**src/rtl/uart_pkg.sv**
```systemverilog
// Shared UART definitions: state encoding, data width and bit-timing helpers.
// Used by both the receiver and the transmitter.
package uart_pkg;

   localparam int unsigned UART_DATA_W = 8;

   typedef enum logic [1:0] {
      ST_IDLE  = 2'd0,
      ST_START = 2'd1,
      ST_DATA  = 2'd2,
      ST_STOP  = 2'd3
   } uart_state_e;

   function automatic int unsigned calc_bit_cnt(input int unsigned clk_freq,
                                                input int unsigned baud_rate);
      return clk_freq / baud_rate;
   endfunction

   function automatic int unsigned calc_half_cnt(input int unsigned clk_freq,
                                                 input int unsigned baud_rate);
      return (clk_freq / baud_rate) / 2;
   endfunction

endpackage

```
**src/rtl/uart_rxd_ovs_if.sv**
```systemverilog
// Parallel-side bundle of the UART receiver: received byte plus status strobes.
interface uart_rxd_ovs_if;
   import uart_pkg::*;

   logic [UART_DATA_W-1:0] O_para_data;
   logic                   O_rx_done;
   logic                   O_frame_err;
   logic                   O_rx_busy;

   modport master (
      output O_para_data,
      output O_rx_done,
      output O_frame_err,
      output O_rx_busy
   );

   modport slave (
      input O_para_data,
      input O_rx_done,
      input O_frame_err,
      input O_rx_busy
   );

endinterface

```
**src/rtl/uart_rx_sync.sv**
```systemverilog
// RXD input conditioning: 2-flop synchroniser, history flop, falling-edge detect.
// UART_RX_MAJORITY_EN selects a 2-of-3 majority sample over the last three cycles.
module uart_rx_sync (
   input  logic clk,
   input  logic rst,
   input  logic rxd_i,
   output logic sample_o,
   output logic fall_o
);

   logic       s1_q, s1_d;
   logic       s2_q, s2_d;
   logic       hist_q, hist_d;
   logic [2:0] fill_q, fill_d;
`ifdef UART_RX_MAJORITY_EN
   logic       tap1_q, tap1_d;
   logic       tap2_q, tap2_d;
`endif

   always_comb begin
      s1_d   = rxd_i;
      s2_d   = s1_q;
      hist_d = s2_q;
      fill_d = {fill_q[1:0], 1'b1};
   end

   // The pipeline comes out of reset holding 1s, not real line values; a low
   // line at reset release would otherwise look like a start edge.
   always_comb begin
      fall_o = fill_q[2] & hist_q & ~s2_q;
   end

`ifdef UART_RX_MAJORITY_EN
   always_comb begin
      tap1_d   = s2_q;
      tap2_d   = tap1_q;
      sample_o = (s2_q & tap1_q) | (s2_q & tap2_q) | (tap1_q & tap2_q);
   end
`else
   always_comb begin
      sample_o = s2_q;
   end
`endif

   always_ff @(posedge clk) begin
      if (rst) begin
         s1_q   <= 1'b1;
         s2_q   <= 1'b1;
         hist_q <= 1'b1;
         fill_q <= '0;
`ifdef UART_RX_MAJORITY_EN
         tap1_q <= 1'b1;
         tap2_q <= 1'b1;
`endif
      end else begin
         s1_q   <= s1_d;
         s2_q   <= s2_d;
         hist_q <= hist_d;
         fill_q <= fill_d;
`ifdef UART_RX_MAJORITY_EN
         tap1_q <= tap1_d;
         tap2_q <= tap2_d;
`endif
      end
   end

endmodule

```
**src/rtl/uart_rxd_ovs.sv**
```systemverilog
// 8N1 UART receiver with internal bit timing from a clock-cycle counter.
// Optional macro UART_RX_MAJORITY_EN enables 2-of-3 majority sampling.
module uart_rxd_ovs
   import uart_pkg::*;
#(
   parameter int unsigned CLK_FREQ  = 50_000_000,
   parameter int unsigned BAUD_RATE = 9600
) (
   input  logic             I_clk,
   input  logic             I_rst,
   input  logic             I_rs232_rxd,
   uart_rxd_ovs_if.master   rx_if
);

   localparam int unsigned BIT_CNT  = calc_bit_cnt(CLK_FREQ, BAUD_RATE);
   localparam int unsigned HALF_CNT = calc_half_cnt(CLK_FREQ, BAUD_RATE);
   localparam int unsigned CNT_W    = $clog2(BIT_CNT);

   localparam logic [CNT_W-1:0] CNT_BIT_END  = CNT_W'(BIT_CNT - 1);
   localparam logic [CNT_W-1:0] CNT_HALF_END = CNT_W'(HALF_CNT - 1);

   uart_state_e            state_q, state_d;
   logic [CNT_W-1:0]       cnt_q, cnt_d;
   logic [2:0]             idx_q, idx_d;
   logic [UART_DATA_W-1:0] shift_q, shift_d;
   logic [UART_DATA_W-1:0] data_q, data_d;
   logic                   done_q, done_d;
   logic                   err_q, err_d;

   logic                   rx_sample;
   logic                   rx_fall;

   uart_rx_sync u_sync (
      .clk      (I_clk),
      .rst      (I_rst),
      .rxd_i    (I_rs232_rxd),
      .sample_o (rx_sample),
      .fall_o   (rx_fall)
   );

   always_comb begin
      state_d = state_q;
      cnt_d   = cnt_q + 1'b1;
      idx_d   = idx_q;
      shift_d = shift_q;
      data_d  = data_q;
      done_d  = 1'b0;
      err_d   = 1'b0;
      case (state_q)
         ST_IDLE: begin
            cnt_d = '0;
            if (rx_fall) begin
               state_d = ST_START;
            end
         end
         ST_START: begin
            if (cnt_q == CNT_HALF_END) begin
               cnt_d = '0;
               idx_d = '0;
               state_d = rx_sample ? ST_IDLE : ST_DATA;
            end
         end
         ST_DATA: begin
            if (cnt_q == CNT_BIT_END) begin
               cnt_d          = '0;
               shift_d[idx_q] = rx_sample;
               if (idx_q == 3'd7) begin
                  state_d = ST_STOP;
               end else begin
                  idx_d = idx_q + 3'd1;
               end
            end
         end
         ST_STOP: begin
            // Leaving at the stop-bit midpoint leaves half a bit to catch the next start edge.
            if (cnt_q == CNT_BIT_END) begin
               cnt_d   = '0;
               state_d = ST_IDLE;
               if (rx_sample) begin
                  done_d = 1'b1;
                  data_d = shift_q;
               end else begin
                  err_d = 1'b1;
               end
            end
         end
         default: begin
            state_d = ST_IDLE;
            cnt_d   = '0;
         end
      endcase
   end

   always_ff @(posedge I_clk) begin
      if (I_rst) begin
         state_q <= ST_IDLE;
         cnt_q   <= '0;
         idx_q   <= '0;
         shift_q <= '0;
         data_q  <= '0;
         done_q  <= 1'b0;
         err_q   <= 1'b0;
      end else begin
         state_q <= state_d;
         cnt_q   <= cnt_d;
         idx_q   <= idx_d;
         shift_q <= shift_d;
         data_q  <= data_d;
         done_q  <= done_d;
         err_q   <= err_d;
      end
   end

   always_comb begin
      rx_if.O_para_data = data_q;
      rx_if.O_rx_done   = done_q;
      rx_if.O_frame_err = err_q;
      rx_if.O_rx_busy   = (state_q != ST_IDLE);
   end

endmodule

```
**src/flat_wrapper.sv**
```systemverilog
// flat-port wrapper written by rule: the top's interface ports become plain ports
module uart_rxd_ovs_flat import uart_pkg::*;
#(
   parameter int unsigned CLK_FREQ  = 50_000_000,
   parameter int unsigned BAUD_RATE = 9600
)
  (I_clk, I_rst, I_rs232_rxd, rx_if_O_para_data, rx_if_O_rx_done, rx_if_O_frame_err, rx_if_O_rx_busy);
  uart_rxd_ovs_if rx_if_i ();
  input  logic I_clk;
  input  logic I_rst;
  input  logic I_rs232_rxd;
  output wire logic [$bits(rx_if_i.O_para_data)-1:0] rx_if_O_para_data;
  output wire logic [$bits(rx_if_i.O_rx_done)-1:0] rx_if_O_rx_done;
  output wire logic [$bits(rx_if_i.O_frame_err)-1:0] rx_if_O_frame_err;
  output wire logic [$bits(rx_if_i.O_rx_busy)-1:0] rx_if_O_rx_busy;
  assign rx_if_O_para_data = rx_if_i.O_para_data;
  assign rx_if_O_rx_done = rx_if_i.O_rx_done;
  assign rx_if_O_frame_err = rx_if_i.O_frame_err;
  assign rx_if_O_rx_busy = rx_if_i.O_rx_busy;
  uart_rxd_ovs #(.CLK_FREQ(CLK_FREQ), .BAUD_RATE(BAUD_RATE)) u_core (.I_clk(I_clk), .I_rst(I_rst), .I_rs232_rxd(I_rs232_rxd), .rx_if(rx_if_i));
endmodule
```
**config.mk**
```make
export PLATFORM = sky130hd
export DESIGN_NAME = uart_rxd_ovs_flat
export DESIGN_NICKNAME = d
export VERILOG_FILES = /design/src/rtl/uart_pkg.sv /design/src/rtl/uart_rxd_ovs_if.sv /design/src/rtl/uart_rx_sync.sv /design/src/rtl/uart_rxd_ovs.sv /design/src/flat_wrapper.sv
export SDC_FILE = /design/constraint.sdc
export NUM_CORES = 1
export LEC_CHECK = 0
export ABC_CLOCK_PERIOD_IN_PS = 1700
export CAP_MARGIN = 25
export CELL_PAD_IN_SITES_DETAIL_PLACEMENT = 1
export CELL_PAD_IN_SITES_GLOBAL_PLACEMENT = 2
export CORE_MARGIN = 2
export CORE_UTILIZATION = 41
export CTS_BUF_LIST = sky130_fd_sc_hd__clkbuf_8
export DETAILED_ROUTE_END_ITERATION = 10
export DONT_BUFFER_PORTS = 1
export GPL_TIMING_DRIVEN = 0
export PLACE_DENSITY = 0.92
export REMOVE_ABC_BUFFERS = 1
export SLEW_MARGIN = 20
export SYNTH_ARGS = -nofsm -noshare
export SYNTH_HDL_FRONTEND = slang
export SYNTH_HIERARCHICAL = 1
export SYNTH_SLANG_ARGS = --single-unit
```
**constraint.sdc**
```tcl
create_clock -name I_clk -period 1.7 [get_ports I_clk]
set_input_delay 0.085 -clock I_clk [delete_from_list [all_inputs] [get_ports I_clk]]
set_output_delay 0.085 -clock I_clk [all_outputs]
set_load 0.01 [all_outputs]
```
==> reports/qor.yml, run 1 <==
clock_sinks: 42
row_count: 24
gp_congestion: 0.794
synth.top_cell.area_share_pct: 43.7
drive_above_1_share_pct: 20.0
yosysSeqAreaShare_pct: 43.7
fin_nets: 220
holdCritPathClass: "in -> reg"
ios: 14
final_cell_mix: "dfxtp_1, nor2_1, nand4_1"
synth_top_family_by_area: "simple AND/OR/NAND/NOR gates"
initial_utilization_pct: 43.3
synth_compound_area_share_pct: 8.46
dpl.hpwl_um: 3000
drt_first_pass_iters: 4
clk_pin_slew_ns: 0.08
start_kind: "flop"
synthAdderAreaFrac_pct: 1.95
core_area_um2: 4440
rsz0062_at_grt: "yes"
fin_total_pwr_mw: 2.04
grt_antenna_before_repair: 0
critPathKind: "reg -> reg"
drt_iter0_markers: 83
grt_pass1_vias: 1699
ys_ff_latch: 42
die-width_um: 72.5
maxCapViolations: 0
worstSkewPairLatency_ns: 0.30
synth_ff_type: "dfxtp_1"
cts_tree: "yes"
synth_top_area_cell: "dfxtp_1"
h-tree-depth: 2
avgSynthCellArea_um2: 9.11
finalCritPeriodShare_pct: 95.2
synth_edf_count: 0
hold_viol: 0
final_common_cell: "dfxtp_1"
routed_via_density: 5.95
end_kind: "flop"
powerDensity_nw_per_um2: 903
cp_max_fo: 13
track_usage_pct: 21.1
root_buffer: "clkbuf_8"
setup-tns-final_ns: 0
syn_area_um2: 1920
outcome: "completed"
grt_overflow: 0
yosys_warnings: 6
ys_types: 42
async_flop_share_pct: 0
fin_cells: 267
finalWirelength_um: 5270
synthXorXnorAreaFrac_pct: 5.01
fmax_mhz: 618
utilization_pct: 50.9
fin_worst_skew_ns: 0.00295
dp_cells: 248
grt_max_degree: 26
area_delta_synth_final_pct: 17.7
finalSetupViolCount: 0
slew_headroom_pct: 42.9
vias: 1589
peakVddDrop_uv: 605
route.detailed.drc: 0
tightest_slew_ns: 0.854
fin_crit_ns: 1.62
cts_buffers: 5
yosys.area_share.simple_pct: 32.7
antenna_cells: 0
wl_per_cell_um: 19.7
slew_viol_final: 0
syn_inst: 211
dieArea_um2: 5250
synth.area.top_cells: "dfxtp_1, nand4_1, xnor2_1, nor2_1, mux2i_1"
die_h_um: 72.5
ant_nets: 0
cp.arrival_ns: 1.81
io_buffers: 0
worstPathRequired_ns: 1.89
cts_buffer_depth: 2
p_leak_nw: 0.760
synthMuxAreaShare_pct: 3.64
grt_pass1_wl_um: 8480
-- metrics by stage --
stage	instance area [um2]	worst slack, ns	hold WS, ns
finish	2260	0.0810	0.0406
global route	2260	-0.0122	0.0543
CTS	2180	0.00179	0.0312
detailed placement	1920	-0.567	0.153
global placement	1920	-0.456	0.146
floorplan	1850	-0.120	0.142
-- cells by family (layout without fill, tap and decap cells) --
group | Yosys count | in the layout
simple gates | 101 | 101
flops | 42 | 42
compound gates | 28 | 28
buf+inv | 19 | 23
xor+xnor | 11 | 11
mux | 7 | 7
fa+ha+maj | 3 | 3
-- sequential cells by signal, indices dropped and copies added, names as in the netlist, named ones only --
register	cells
u_core/rx_if.O_frame_err	1
u_core/rx_if.O_para_data	8
u_core/shift_q	8
u_core/cnt_q	13
u_core/rx_if.O_rx_done	1
u_core/u_sync/hist_q	1
u_core/idx_q	3
u_core/u_sync/sample_o	1
u_core/u_sync/s1_q	1
u_core/state_q	1
u_core/u_sync/fill_q	3
-- cells in the mapped netlist (2+ instances only) --
master and number:
dfxtp_1 42, nor2_1 21, nand4_1 15, a21oi_1 12, nand2b_1 10, o21ai_0 10, xnor2_1 10, nand2_1 8
mux2i_1 7, nand3_1 6, nor3_1 6, buf_2 5, nor2b_1 5, clkbuf_1 4, inv_1 4, nor3b_1 4
and4_1 3, ha_1 3, or2_1 3, or3_1 3, and3b_1 2, and4b_1 2, buf_1 2, buf_4 2
clkbuf_2 2, nand3b_1 2, nor4b_2 2, o211ai_1 2
-- path summary, 6_finish.rpt --
path                            cells past startpoint  slack, ns                                  end                           from
worst max-delay path                                6       0.08          u_core/cnt_q[12]$_SDFF_PP0_     u_core/cnt_q[1]$_SDFF_PP0_
worst min-delay path                                2       0.04  u_core/rx_if.O_frame_err$_SDFF_PP0_                          I_rst
worst max register to register                      6       0.08          u_core/cnt_q[12]$_SDFF_PP0_     u_core/cnt_q[1]$_SDFF_PP0_
worst min register to register                      1       0.44    u_core/u_sync/sample_o$_SDFF_PP1_  u_core/u_sync/s1_q$_SDFF_PP1_
-- routing by layer --
metal	share of wire [%]	routed length (um)	vias up	track usage [%]
met1	42	2190	803	24.4
met2	53	2780	26	38.3
met5	0	0	-	0
met3	3.3	174	12	5.28
li1	-	-	748	-
met4	2.3	123	0	6.38
-- final cells by class --
cell class                 count  area (um2)
fill                         507        2180
multi-input combinational    150        1070
sequential                    42         858
timing repair buffer          11         113
clock buffer                   5        68.8
clock inverter                 3        68.8
tap                           52        65.1
inverter                       4        15.0
-- what timing repair did --
action,CTS,global route
buffers inserted,5,2
gates resized for setup,11,27
gates cloned,0,0
pin swaps,5,0
endpoints found under the hold margin,28,0
endpoints found under the setup margin,31,30
hold buffers,4,0
-- worst max-delay path: stages (launching register included) --
cell and delay (ns):
dfxtp_4 0.37, ha_4 0.16, nor3b_4 0.23, and4_4 0.37
a2bb2oi_4 0.18, buf_12 0.15, nor2_1 0.06
-- where the power goes --
group | leakage [nW] | internal, mW | switching (mW)
Sequential | 0.345 | 0.992 | 0.0219
Combinational | 0.347 | 0.0337 | 0.0340
Clock | 0.0683 | 0.588 | 0.373
Total | 0.760 | 1.61 | 0.428
Power figures use the tool's default switching activity.
==> run 2, diff against run 1 <==
Settings changed: CORE_ASPECT_RATIO set to 0.5.
==> reports/qor.yml, run 2 (synthesis results as in run 1) <==
tightest_slew_ns: 0.837
track_usage_pct: 17.8
cts_buffer_depth: 2
cts_tree: "yes"
cpPeakStageDelay_ns: 0.38
utilization_pct: 50.1
regArea_um2: 848
slew_viol_final: 0
hold_start: "I_rst"
peakVddDrop_uv: 434
antenna_cells: 0
final_cell_mix: "dfxtp_1, nor2_1, nand4_1"
final_common_cell: "dfxtp_1"
route.detailed.drc: 0
cp_max_fo: 10
worstPathRequired_ns: 1.85
row_count: 17
fin_worst_skew_ns: 0.00646
crit_path_top_delay_cell: "dfxtp_4"
crit_family: "flip-flops"
clock_sinks: 42
dpl.hpwl_um: 2750
slew_headroom_pct: 44.0
drive_above_1_share_pct: 15.9
hold_path_depth: 2
end_kind: "flop"
crit_chain: "ha_4, nor3b_4, buf_4, nand4_1, buf_4, o21ai_0, a21oi_1"
setup_slack_ns: 0.00561
critPathKind: "reg -> reg"
grt_antenna_before_repair: 0
cp.arrival_ns: 1.85
drt_first_pass_iters: 4
multi_input_area_um2: 1050
initial_utilization_pct: 43.3
start_kind: "flop"
routed_via_density: 5.75
io_buffers: 0
root_buffer: "clkbuf_8"
reg2reg_depth: 7
hold_end: "u_core/shift_q[2]$_SDFFE_PP0P_"
cts_buffers: 5
vias: 1557
grt_pass1_vias: 1490
die_h_um: 52.4
die-width_um: 101
r2r-start: "u_core/cnt_q[0]$_SDFF_PP0_"
finalWirelength_um: 4590
worstSkewPairLatency_ns: 0.29
grt_pass1_wl_um: 7250
maxCapViolations: 0
pre_cts_slack_ns: -0.559
outcome: "completed"
r2r_setup_slack_ns: 0.006
p_leak_nw: 0.750
clk_pin_slew_ns: 0.09
grt_max_degree: 27
gp_congestion: 0.740
wl_per_cell_um: 16.9
path_buf_inv: 2
grt_overflow: 0
fin_crit_ns: 1.69
ios: 14
drt_iter0_markers: 63
largest_reg_flops: 13
finalCritPeriodShare_pct: 99.7
fin_nets: 219
finalSetupViolCount: 0
area_delta_synth_final_pct: 15.7
h-tree-depth: 2
critPathMostFrequentCell: "buf_4"
hold_viol: 0
r2r_end: "u_core/rx_if.O_para_data[4]$_SDFFE_PP0P_"
dieArea_um2: 5290
powerDensity_nw_per_um2: 911
fmax_mhz: 590
fin_total_pwr_mw: 2.03
top_register: "u_core/cnt_q"
n_fill_cell: 513
ant_nets: 0
holdCritPathClass: "in -> reg"
core_area_um2: 4450
[run 2: how the worst max path moves through the flow]
stage / from / endpoint / slack, ns / cells after the start
floorplan: u_core/cnt_q[0]$_SDFF_PP0_ / u_core/cnt_q[10]$_SDFF_PP0_ / -0.12 / 5
global placement: u_core/cnt_q[0]$_SDFF_PP0_ / u_core/cnt_q[6]$_SDFF_PP0_ / -0.47 / 5
detailed placement: u_core/cnt_q[0]$_SDFF_PP0_ / u_core/cnt_q[6]$_SDFF_PP0_ / -0.56 / 5
CTS: u_core/cnt_q[1]$_SDFF_PP0_ / u_core/shift_q[6]$_SDFFE_PP0P_ / 0.005 / 6
global route: u_core/cnt_q[9]$_SDFF_PP0_ / u_core/idx_q[1]$_SDFFE_PP0P_ / -0.05 / 4
finish: u_core/cnt_q[0]$_SDFF_PP0_ / u_core/rx_if.O_para_data[4]$_SDFFE_PP0P_ / 0.006 / 7
[run 2: final cells by class]
cell class / instances / share of cell area [%]
multi-input cells: 150 / 47.1
flip-flops and latches: 42 / 38.1
repair buffers: 10 / 4.72
well taps: 57 / 3.20
clock buffers: 5 / 3.09
clock inverters: 3 / 3.09
inverters: 4 / 0.675
[run 2: where the power goes]
group | leakage (nW) | switching [mW] | internal (mW)
Sequential | 0.342 | 0.0207 | 0.994
Combinational | 0.340 | 0.0323 | 0.0282
Clock | 0.0683 | 0.364 | 0.589
[run 2: what timing repair did]
| item | 4_1_cts | 5_1_grt |
|---|---|---|
| endpoints found under the setup margin | 28 | 31 |
| resized for setup | 7 | 10 |
| buffers inserted | 7 | 1 |
| endpoints found under the hold margin | 27 | 0 |
| pin swaps | 4 | 2 |
| hold buffers | 2 | 0 |
[run 2: routing by layer]
metal / vias up / part of all wire [%] / global-route usage [%] / wire, um
met5: - / 0 / 0 / 0
met4: 0 / 1.4 / 7.31 / 63
met3: 6 / 3.6 / 4.53 / 165
met2: 39 / 52 / 30.6 / 2370
met1: 765 / 43 / 21.6 / 1990
li1: 747 / - / - / -
[run 2: stage by stage]
| stage | area (um2) | TNS [ns] | hold slack [ns] | cells |
|---|---|---|---|---|
| after floorplan | 1850 | -1.54 | 0.142 | 196 |
| after global placement | 1920 | -7.12 | 0.145 | 253 |
| after detailed placement | 1920 | -8.84 | 0.154 | 253 |
| after CTS | 2180 | 0 | 0.0366 | 270 |
| after global routing | 2230 | -0.440 | 0.0167 | 271 |
| final | 2230 | 0 | 0.0336 | 271 |
==> run 3, diff against run 2 <==
Settings changed: ABC_AREA set to 1, CORE_UTILIZATION 41 to 36, PLACE_DENSITY 0.92 to not set, PLACE_DENSITY_LB_ADDON set to 0.1.
==> reports/qor.yml, run 3 <==
synth_compound_area_share_pct: 1.84
finalSetupViolCount: 0
tightest_slew_ns: 0.616
dieArea_um2: 5930
antenna_cells: 0
io_buffers: 0
peakVddDrop_uv: 295
syn_inst: 283
maxCapViolations: 0
worstSkewPairLatency_ns: 0.29
row_count: 18
wl_per_cell_um: 11.6
path_buf_inv: 0
synth_ff_type: "dfxtp_1"
powerDensity_nw_per_um2: 820
fin_total_pwr_mw: 1.73
routed_via_density: 4.51
hold-worst-slack_ns: 0.0838
grt_pass1_wl_um: 7410
largest_reg_flops: 13
grt_overflow: 0
h-tree-depth: 2
ios: 14
drive_above_1_share_pct: 7.99
cts_buffers: 5
utilization_pct: 42.1
grt_pass1_vias: 1643
outcome: "completed"
clock_sinks: 42
holdCritPathClass: "in -> reg"
synth.area.top_cells: "dfxtp_1, nand2_1, nor2_1, inv_1, nand3_1"
fin_nets: 293
synth.top_cell.area_share_pct: 44.1
core_area_um2: 5020
hold_viol: 0
crit_path_top_delay_cell: "dfxtp_2"
synthMuxAreaShare_pct: 0
grt_max_degree: 19
fin_crit_ns: 1.53
synthAdderAreaFrac_pct: 1.97
synth_top_family_by_area: "simple AND/OR/NAND/NOR gates"
cts_tree: "yes"
area_delta_synth_final_pct: 10.8
ys_ff_latch: 42
slew_headroom_pct: 58.9
synth_edf_count: 0
cp_max_fo: 17
worstPathRequired_ns: 1.93
cts_buffer_depth: 2
synth_top_area_cell: "dfxtp_1"
final_cell_mix: "nand2_1, nor2_1, dfxtp_1"
gp_congestion: 0.766
fin_worst_skew_ns: 0.00264
drt_first_pass_iters: 4
track_usage_pct: 15.6
crit_chain: "ha_2, nand2_2, nor2_2, nand3_4, nor2_4, nand2_8, nand2_1, nand2_1, nor2_1"
rsz0062_at_grt: "no"
syn_area_um2: 1910
initial_utilization_pct: 37.9
setup_slack_ns: 0.165
yosysSeqAreaShare_pct: 44.1
p_leak_nw: 0.933
root_buffer: "clkbuf_8"
clk_pin_slew_ns: 0.08
dpl.hpwl_um: 2950
die_h_um: 55.4
yosys_warnings: 6
critPathKind: "reg -> reg"
final_common_cell: "nand2_1"
cts_setup_buffers: 0
drt_iter0_markers: 57
end_kind: "flop"
cpPeakStageDelay_ns: 0.35
yosys.area_share.simple_pct: 39.9
cp.arrival_ns: 1.76
die-width_um: 107
avgSynthCellArea_um2: 6.73
start_kind: "flop"
setup-tns-final_ns: 0
ys_types: 26
grt_antenna_before_repair: 0
synthXorXnorAreaFrac_pct: 2.30
synth_most_common_cell: "nand2_1"
vias: 1615
ant_nets: 0
async_flop_share_pct: 0
crit_family: "simple AND/OR/NAND/NOR gates"
fmax_mhz: 652
route.detailed.drc: 0
finalCritPeriodShare_pct: 90.3
top_register: "u_core/cnt_q"
finalWirelength_um: 4140
pre_cts_slack_ns: -0.135
slew_viol_final: 0
critPathMostFrequentCell: "nand2_1"
synthTopCellsByCount: "nand2_1, nor2_1, dfxtp_1, inv_1, nand3_1"
[run 3: layout make-up]
| type | count | area (um2) |
|---|---|---|
| Clock buffer | 6 | 82.6 |
| Clock inverter | 2 | 12.5 |
| Fill cell | 676 | 2910 |
| Inverter | 42 | 158 |
| Multi-Input combinational cell | 194 | 910 |
| Sequential cell | 42 | 842 |
| Tap cell | 70 | 87.6 |
| Timing Repair Buffer | 2 | 20.0 |
[run 3: cell families (layout without fill, tap and decap cells)]
family / after synthesis / after routing
simple gates: 179 / 179
compound gates: 7 / 7
buf+inv: 47 / 52
fa+ha+maj: 3 / 3
xor+xnor: 5 / 5
flops: 42 / 42
[run 3: per-stage QoR]
| step | instances | cell area [um2] |
|---|---|---|
| floorplan | 278 | 1870 |
| global placement | 348 | 1960 |
| detailed placement | 348 | 1960 |
| CTS | 358 | 2080 |
| global route | 358 | 2110 |
| finish | 358 | 2110 |
[run 3: worst reg2reg max path, cell delays in order (launching register included)]
cell and delay (ns):
dfxtp_2 0.35, ha_2 0.19, nand2_2 0.08, nor2_2 0.15, nand3_4 0.15, nor2_4 0.19
nand2_8 0.11, nand2_1 0.10, nand2_1 0.05, nor2_1 0.10
[run 3: repair_timing]
item / CTS / global route
pin swaps: 0 / 1
hold endpoints to repair: 12 / 0
setup endpoints to repair: 14 / 27
cloned: 0 / 0
gates resized for setup: 2 / 8
hold buffers: 2 / 0
[run 3: layer usage]
layer  GRT usage, %  part of all wire [%]  vias up
li1               -                     -      856
met1           19.0                    50      748
met2           27.7                    47        9
met3           4.72                   2.3        2
met4           2.78                  0.24        0
met5              0                     0        -
[run 3: final timing paths]
| path | from | to | slack [ns] | depth (start not counted) |
|---|---|---|---|---|
| hold reg to reg | u_core/u_sync/fill_q[1]$_SDFF_PP0_ | u_core/u_sync/fill_q[2]$_SDFF_PP0_ | 0.41 | 2 |
| hold / removal | I_rst | u_core/cnt_q[0]$_SDFF_PP0_ | 0.08 | 3 |
| setup reg to reg | u_core/cnt_q[0]$_SDFF_PP0_ | u_core/rx_if.O_para_data[5]$_SDFFE_PP0P_ | 0.17 | 9 |
| setup / recovery | u_core/cnt_q[0]$_SDFF_PP0_ | u_core/rx_if.O_para_data[5]$_SDFFE_PP0P_ | 0.17 | 9 |
[run 3: where the power goes]
group / leakage [nW] / internal (mW) / switching (mW)
clock network: 0.0472 / 0.327 / 0.350
registers: 0.340 / 0.992 / 0.0111
logic: 0.545 / 0.0153 / 0.0359
total: 0.933 / 1.33 / 0.397
